[config.mk]
export PLATFORM = sky130hd
export DESIGN_NAME = acc_bus_master
export DESIGN_NICKNAME = d
export VERILOG_FILES = /design/src/rtl/acc_bus_master_pkg.sv /design/src/rtl/acc_bus_master.sv
export SDC_FILE = /design/constraint.sdc
export NUM_CORES = 1
export LEC_CHECK = 0
export BUFFER_PORTS_ARGS = -buffer_cell sky130_fd_sc_hd__buf_2
export CAP_MARGIN = 15
export CORE_MARGIN = 2
export CORE_UTILIZATION = 46
export CTS_CLUSTER_DIAMETER = 50
export CTS_CLUSTER_SIZE = 30
export DETAILED_ROUTE_END_ITERATION = 8
export GPL_ROUTABILITY_DRIVEN = 0
export MAX_ROUTING_LAYER = met4
export PLACE_DENSITY = 0.79
export SKIP_CTS_REPAIR_TIMING = 1
export SLEW_MARGIN = 20
export SYNTH_ARGS = -nofsm -noshare
export SYNTH_HDL_FRONTEND = slang
export SYNTH_SLANG_ARGS = --single-unit
[constraint.sdc]
create_clock -name clk -period 2.1 [get_ports clk]
set_input_delay 0.42 -clock clk [delete_from_list [all_inputs] [get_ports clk]]
set_output_delay 0.42 -clock clk [all_outputs]
set_load 0.02 [all_outputs]
[src/rtl/acc_bus_master_pkg.sv]
// acc_bus_master_pkg
// Shared constants for the accumulator bus master: command encodings,
// FSM state encodings, ALU opcode/status widths and the LD opcode value.
package acc_bus_master_pkg;

    localparam int DEF_DATA_WIDTH = 8;
    localparam int OPCODE_WIDTH   = 5;
    localparam int STATUS_WIDTH   = 4;

    typedef enum logic [1:0] {
        CMD_LOAD    = 2'd0,
        CMD_EXEC    = 2'd1,
        CMD_STORE   = 2'd2,
        CMD_ILLEGAL = 2'd3
    } cmd_op_e;

    typedef enum logic [2:0] {
        ST_IDLE = 3'd0,
        ST_WR   = 3'd1,
        ST_EXE  = 3'd2,
        ST_RD   = 3'd3,
        ST_RESP = 3'd4
    } state_e;

    // Opcode the accumulator runs when the latch enable is low.
    localparam logic [OPCODE_WIDTH-1:0] ALU_OP_LD = '0;

endpackage

[src/rtl/acc_bus_master.sv]
// acc_bus_master
// Bus-side initiator for the accumulator. Accepts one command at a time
// (LOAD / EXEC / STORE) over a valid/ready handshake, sequences the
// accumulator strobes and the shared data bus, and returns a response.
//
// state | meaning
// IDLE  | ready for a command, no strobes
// WR    | drive cmd_data onto the bus, acc_cs/acc_we high (accumulator LD)
// EXE   | latch ALU opcode into the accumulator, sample acc_status
// RD    | accumulator drives the bus (acc_cs/acc_oe), sample bus_in
// RESP  | hold response until rsp_ready
//
// Ports:
//   clk, reset (async, active low)
//   cmd_valid/cmd_ready/cmd_op/cmd_data/cmd_alu_op : command handshake
//   rsp_valid/rsp_ready/rsp_data/rsp_status/rsp_err : response handshake
//   acc_cs/acc_we/acc_oe/acc_opcode_le/acc_opcode    : accumulator strobes
//   acc_status                                      : ALU status input
//   bus_out/bus_oe                                  : drive side of the external data bus tristate
//   bus_in                                          : data bus sample
//
// All outputs are registered: the output decode works on the next state so
// each registered output is valid for the whole cycle of its state.
module acc_bus_master
    import acc_bus_master_pkg::*;
#(
    parameter int DATA_WIDTH = DEF_DATA_WIDTH
) (
    input  logic                    clk,
    input  logic                    reset,
    input  logic                    cmd_valid,
    output logic                    cmd_ready,
    input  logic [1:0]              cmd_op,
    input  logic [DATA_WIDTH-1:0]   cmd_data,
    input  logic [OPCODE_WIDTH-1:0] cmd_alu_op,
    output logic                    rsp_valid,
    input  logic                    rsp_ready,
    output logic [DATA_WIDTH-1:0]   rsp_data,
    output logic [STATUS_WIDTH-1:0] rsp_status,
    output logic                    rsp_err,
    output logic                    acc_cs,
    output logic                    acc_we,
    output logic                    acc_oe,
    output logic                    acc_opcode_le,
    output logic [OPCODE_WIDTH-1:0] acc_opcode,
    input  logic [STATUS_WIDTH-1:0] acc_status,
    output logic [DATA_WIDTH-1:0]   bus_out,
    output logic                    bus_oe,
    input  logic [DATA_WIDTH-1:0]   bus_in
);

    state_e state, state_n;

    logic                    cmd_ready_d;
    logic                    rsp_valid_d;
    logic [DATA_WIDTH-1:0]   rsp_data_d;
    logic [STATUS_WIDTH-1:0] rsp_status_d;
    logic                    rsp_err_d;
    logic                    acc_cs_d;
    logic                    acc_we_d;
    logic                    acc_oe_d;
    logic                    acc_opcode_le_d;
    logic [OPCODE_WIDTH-1:0] acc_opcode_d;
    logic [DATA_WIDTH-1:0]   bus_out_d;
    logic                    bus_oe_d;

    // cmd_ready is itself registered and only high in IDLE, so it also
    // blocks acceptance on the first cycle after reset release.
    logic accept;
    assign accept = cmd_valid && cmd_ready;

    always_ff @(posedge clk or negedge reset) begin
        if (!reset) begin
            state         <= ST_IDLE;
            cmd_ready     <= 1'b0;
            rsp_valid     <= 1'b0;
            rsp_data      <= '0;
            rsp_status    <= '0;
            rsp_err       <= 1'b0;
            acc_cs        <= 1'b0;
            acc_we        <= 1'b0;
            acc_oe        <= 1'b0;
            acc_opcode_le <= 1'b0;
            acc_opcode    <= '0;
            bus_out       <= '0;
            bus_oe        <= 1'b0;
        end else begin
            state         <= state_n;
            cmd_ready     <= cmd_ready_d;
            rsp_valid     <= rsp_valid_d;
            rsp_data      <= rsp_data_d;
            rsp_status    <= rsp_status_d;
            rsp_err       <= rsp_err_d;
            acc_cs        <= acc_cs_d;
            acc_we        <= acc_we_d;
            acc_oe        <= acc_oe_d;
            acc_opcode_le <= acc_opcode_le_d;
            acc_opcode    <= acc_opcode_d;
            bus_out       <= bus_out_d;
            bus_oe        <= bus_oe_d;
        end
    end

    always_comb begin
        state_n = state;
        case (state)
            ST_IDLE: begin
                if (accept) begin
                    case (cmd_op_e'(cmd_op))
                        CMD_LOAD:  state_n = ST_WR;
                        CMD_EXEC:  state_n = ST_EXE;
                        CMD_STORE: state_n = ST_RD;
                        default:   state_n = ST_RESP;
                    endcase
                end
            end
            ST_WR, ST_EXE, ST_RD: state_n = ST_RESP;
            ST_RESP: begin
                if (rsp_ready) state_n = ST_IDLE;
            end
            default: state_n = ST_IDLE;
        endcase
    end

    // WR/EXE/RD are only entered from IDLE on an accept, so the command
    // inputs are captured straight into the strobe/bus registers here.
    always_comb begin
        cmd_ready_d     = 1'b0;
        rsp_valid_d     = 1'b0;
        rsp_data_d      = '0;
        rsp_status_d    = '0;
        rsp_err_d       = 1'b0;
        acc_cs_d        = 1'b0;
        acc_we_d        = 1'b0;
        acc_oe_d        = 1'b0;
        acc_opcode_le_d = 1'b0;
        acc_opcode_d    = ALU_OP_LD;
        bus_out_d       = '0;
        bus_oe_d        = 1'b0;
        case (state_n)
            ST_IDLE: cmd_ready_d = 1'b1;
            ST_WR: begin
                acc_cs_d  = 1'b1;
                acc_we_d  = 1'b1;
                bus_oe_d  = 1'b1;
                bus_out_d = cmd_data;
            end
            ST_EXE: begin
                acc_opcode_le_d = 1'b1;
                acc_opcode_d    = cmd_alu_op;
            end
            ST_RD: begin
                acc_cs_d = 1'b1;
                acc_oe_d = 1'b1;
            end
            ST_RESP: begin
                rsp_valid_d = 1'b1;
                case (state)
                    ST_EXE:  rsp_status_d = acc_status;
                    ST_RD:   rsp_data_d   = bus_in;
                    ST_IDLE: rsp_err_d    = 1'b1;
                    ST_RESP: begin
                        rsp_data_d   = rsp_data;
                        rsp_status_d = rsp_status;
                        rsp_err_d    = rsp_err;
                    end
                    default: ;
                endcase
            end
            default: ;
        endcase
    end

endmodule

# [Word level (Yosys, flattened, before mapping)]
# Index checks and enable logic that the tools add are counted.
[totals] register_bits=35 inputBits=31 out_inout_bits=33 wordCells=47
[classes] eq_ne=11 n_mux=18 n_reduce_logical=6
[op_table] cell="3-bit case mux with 3 select lines" n=2
[op_table] cell="8-bit two-way mux" n=2
[op_table] cell="8-bit case mux with 2 select lines" n=1
[op_table] cell="3-bit by 2-bit == test with 1-bit output, second input constant" n=4
[op_table] cell="4-bit case mux with 2 select lines" n=1
[op_table] cell="1-bit two-way mux" n=7
[op_table] cell="3-bit by 1-bit == test with 1-bit output, second input constant" n=2
[op_table] cell="3-bit == test, second input constant" n=2
[op_table] cell="3-bit logical NOT" n=2
[op_table] cell="3-bit two-way mux" n=2
[op_table] cell="5-bit two-way mux" n=1
[op_table] cell="4-bit two-way mux" n=1
[op_table] cell="3-bit OR reduction" n=1
[op_table] cell="2-bit by 1-bit == test with 1-bit output, second input constant" n=1
[op_table] cell="2-bit == test, second input constant" n=1
[op_table] cell="2-bit logical NOT" n=1
[op_table] cell="2-bit inequality test, second input constant" n=1
[op_table] cell="1-bit case mux with 2 select lines" n=1
[op_table] cell="2-bit OR reduction" n=1
[op_table] cell="1-bit logical AND" n=1

# [Longest topological paths before layout]
[logic_depth] depth_word=7 mapped_depth=5 mapped_depth_nobuf=5

# [Least setup slack after synthesis]
# OpenSTA, ideal clock, no wires.
[synth_path] kind="input to register" start="in cmd_op[0]" end="reg acc_opcode[0]" setup_time_ns=0.067 t_arrival_ns=1.682 required_time_ns=2.033 setup_slack_ns=0.352 path_stages=5 n_path_buf=0 cell_sequence="inv_1 -> ha_1 -> or3b_1 -> a2111oi_4 -> and2_1"
[synth_via] elab_chain_cells=6 word_cells_on_any_way=8 classes_between="eq/ne: 3; mux: 4; reduce/logical: 1"
[synth_lines] item="start: declaration" line_no="acc_bus_master.sv:33" rtl="input logic [1:0] cmd_op,"
[synth_lines] item="2-bit == test, or another cell as far along" line_no="acc_bus_master.sv:109" rtl="case (cmd_op_e'(cmd_op))"
[synth_lines] item="3-bit case mux with 3 select lines (*)" line_no="acc_bus_master.sv:109"
[synth_lines] item="3-bit two-way mux (*)" line_no="acc_bus_master.sv:108" rtl="if (accept) begin"
[synth_lines] item="3-bit case mux with 3 select lines (*)" line_no="acc_bus_master.sv:106" rtl="case (state)"
[synth_lines] item="3-bit by 2-bit == test with 1-bit output (*)" line_no="acc_bus_master.sv:140" rtl="case (state_n)"
[synth_lines] item="5-bit two-way mux (*)" line_no="acc_bus_master.sv:140"
[synth_lines] item="net acc_opcode_d[0]" line_no="acc_bus_master.sv:63" rtl="logic [OPCODE_WIDTH-1:0] acc_opcode_d;"
[synth_lines] item="end signal: assignment" line_no="acc_bus_master.sv:98" rtl="acc_opcode <= acc_opcode_d;"
[synth_lines] item="end: declaration" line_no="acc_bus_master.sv:45" rtl="output logic [OPCODE_WIDTH-1:0] acc_opcode,"
# Mark *: on every way through the listed nets, which the timed path passes. The rest lies on a longest branch.
# A chain may end at the register's enable or synchronous reset.

# [Final worst setup path]
[layout_path] start="reg state[0]" end="reg bus_out[0]"
[layout_via] elab_chain_cells=5 word_cells_on_any_way=11 classes_between="eq/ne: 5; mux: 4; reduce/logical: 2"
[layout_lines] item="start: declaration" line_no="acc_bus_master.sv:52" rtl="state_e state, state_n;"
[layout_lines] item="start signal: assignment" line_no="acc_bus_master.sv:88" rtl="state <= state_n;"
[layout_lines] item="3-bit by 1-bit == test with 1-bit output / 3-bit by 2-bit == test with 1-bit output (equally long branches)" line_no="acc_bus_master.sv:106"
[layout_lines] item="3-bit OR reduction" line_no="acc_bus_master.sv:106"
[layout_lines] item="3-bit case mux with 3 select lines (*)" line_no="acc_bus_master.sv:106"
[layout_lines] item="3-bit by 1-bit == test with 1-bit output (*)" line_no="acc_bus_master.sv:140"
[layout_lines] item="8-bit two-way mux (*)" line_no="acc_bus_master.sv:140"
[layout_lines] item="net bus_out_d[0]" line_no="acc_bus_master.sv:64" rtl="logic [DATA_WIDTH-1:0] bus_out_d;"
[layout_lines] item="end signal: assignment" line_no="acc_bus_master.sv:99" rtl="bus_out <= bus_out_d;"
[layout_lines] item="end: declaration" line_no="acc_bus_master.sv:47" rtl="output logic [DATA_WIDTH-1:0] bus_out,"
# Marks and branches as above.

==> metrics.cfg <==
[clock_tree]
cts_tree=yes
cts.htree.levels=2
numCtsBuffers=5
worstSkewPairLatency_ns=0.33
clock-root-buffer=clkbuf_4
clock_path_buffers=2
clkTransAtPathRegs_ns=0.10
clock_sinks=35

[global_routing]
grt.total_usage_pct=16.92
grt_overflow=0
antenna_found_initial=0
grt_pass1_vias=993
grt_max_degree=36
grt_pass1_wl_um=4209

[synthesis]
seq_area_frac_synth_pct=60.40
synthDistinctLibCells=28
yosys_warnings=0
avgSynthCellArea_um2=13.18
synth_top_area_share_pct=60.40
synth_cells=110
synth_edf_count=0
syn-cell-area_um2=1450
synthTopCellsByArea=dfrtp_1 60%, a22oi_1 6.2%, and2_1 5.6%
ys.flop_type=dfrtp_1
async_flop_share_pct=100.0
synth-seq-cells=35
synth_nets=144
yosysTopAreaCell=dfrtp_1

[setup_path]
cp-startpoint=state[0]
crit_type=flip-flop to flip-flop
reg2reg_slack_ns=0.31
crit_path_start_kind=flip-flop
end_kind=flip-flop
endpoint=bus_out[0]
required_ns=2.37
cp.arrival_ns=2.06
worst-path-max-fanout=9
worst-r2r-cell-count=3
rr_startpoint=state[0]
r2r-end=bus_out[0]

[layout]
final_common_cell=buf_2
multi_input_area_um2=536.8
layout_common_cells=63 x buf_2, 35 x dfrtp_1, 15 x nor3_1, 13 x and2_1, 12 x a22oi_1
drive_gt1_share_pct=45.25
final-seq-area_um2=875.8
instances_no_fill=223
syn2layout_area_growth_pct=29.25
num-fill-cells=253
finish.net_count=212
diodes=0
utilization_pct=61.90

[placement]
port_buffers=63
dp_hpwl_um=2140
post-place-cells=215
place_ws_ns=0.1028

[drt]
drt_first_iter_violations=38
drc_errors=0
vias_per_cell=4.991
wl_per_cell_um=12.37
wl_um=2758
ant_nets=0
vias=1113
drt_first_pass_iters=4

[run_status]
status=completed

[power]
combPwrFrac_pct=31.0
powerDensity_nw_per_um2=904.0
cellLeakagePower_nw=0.9970
switching_share_pct=35.34
p_seq_share_pct=45.0
switchingPower_w=0.0005988
internal_power_w=0.001096
power.clock.fraction_pct=24.0
peakVddDrop_uv=509.6

[timing]
fin_crit_ns=1.794
fin_setup_tns_ns=0
finalCritPeriodShare_pct=85.42
clock.fmax_mhz=557.4
worstMarginPinSlew_ns=0.7361
skew_ns=0.01038
slew_viol_final=0
finalHoldViolCount=0
rsz0062_at_grt=no
setup_ws_ns=0.3061
relSlewSlack_pct=50.93
setup_violations=0

[floorplan]
rows=20
ioPinCount=64
die_h_um=60.15
core-area_um2=3028
die-area_um2=3617
die_w_um=60.15
initial_core_util_pct=47.89

[job]
drv_cap=0

[hold_path]
hp-class=primary input to asynchronous set/reset pin

==> how the worst min path moves through the flow <==
| stage | from | end | slack, ns | depth (start not counted) |
|---|---|---|---|---|
| 4_1_cts | reset | cmd_ready | 0.15 | 1 |
| 3_3_place_gp | reset | acc_opcode[4] | 0.52 | 1 |
| 2_1_floorplan | reset | acc_cs | 0.12 | 0 |
| 6_report | reset | bus_out[2] | 0.14 | 1 |
| 3_5_place_dp | reset | acc_opcode[0] | 0.53 | 1 |
| 5_1_grt | reset | state[1] | 0.19 | 1 |
==> routing by layer <==
metal	vias up	track usage, %	wire length (um)
met5	-	-	0
met4	0	6.032	11
met3	2	6.494	190
met2	43	28.57	1477
met1	536	17.98	1079
li1	532	-	-
==> kinds of logic after synthesis <==
| logic type | after synthesis | share of synthesized area [%] |
|---|---|---|
| adder cells (fa/ha/maj) | 3 | 2.589 |
| AO/OA/AOI/OAI | 20 | 14.50 |
| flip-flops | 35 | 60.40 |
| AND/OR/NAND/NOR | 45 | 19.93 |
| buffers and inverters | 7 | 2.588 |
==> registers in the layout, summed over array words and instances, names as in the netlist <==
register / flops
rsp_valid: 1
acc_oe: 1
rsp_status: 4
bus_out: 8
acc_opcode_le: 1
bus_oe: 1
state: 3
rsp_err: 1
rsp_data: 8
cmd_ready: 1
acc_opcode: 5
acc_cs: 1
==> Yosys cell counts (all sizes together), types with 2 or more instances <==
library cell  number
dfrtp             35
ha                 3
a211oi             2
buf                3
a22oi             12
and2              13
inv                4
nor2b              3
nor3              16
nor2               3
nand3b             2
a2111oi            2
==> worst max-delay path, cell delays in order (launching register included) <==
cell       delay (ns)
dfrtp_1          0.47
or3_1            0.63
a2111oi_4        0.44
and2_1           0.19
==> power groups by stage <==
stage                     Sequential, W  Clock, W  Combinational (W)
final                          0.000763  0.000407           0.000525
after global routing           0.000767  0.000451           0.000569
after CTS                      0.000762  0.000421           0.000531
after detailed placement       0.000776         0           0.000530
after global placement         0.000774         0           0.000515
after floorplan                0.000837         0           0.000331
==> through the flow <==
stage | instance area (um2) | hold slack, ns | power, W
floorplan | 1450 | 0.1244 | 0.001168
global placement | 1805 | 0.5153 | 0.001289
detailed placement | 1805 | 0.5282 | 0.001306
CTS | 1874 | 0.1472 | 0.001715
global route | 1874 | 0.1869 | 0.001787
finish | 1874 | 0.1396 | 0.001694
==> cell type report <==
type                       instances  share of cell area [%]
sequential                        35                   46.73
multi-input combinational         68                   28.64
timing repair buffer              64                   17.22
clock buffer                       8                   3.672
tap                               44                   2.937
inverter                           4                  0.8011
No activity file was read; power rests on OpenSTA's default activity.
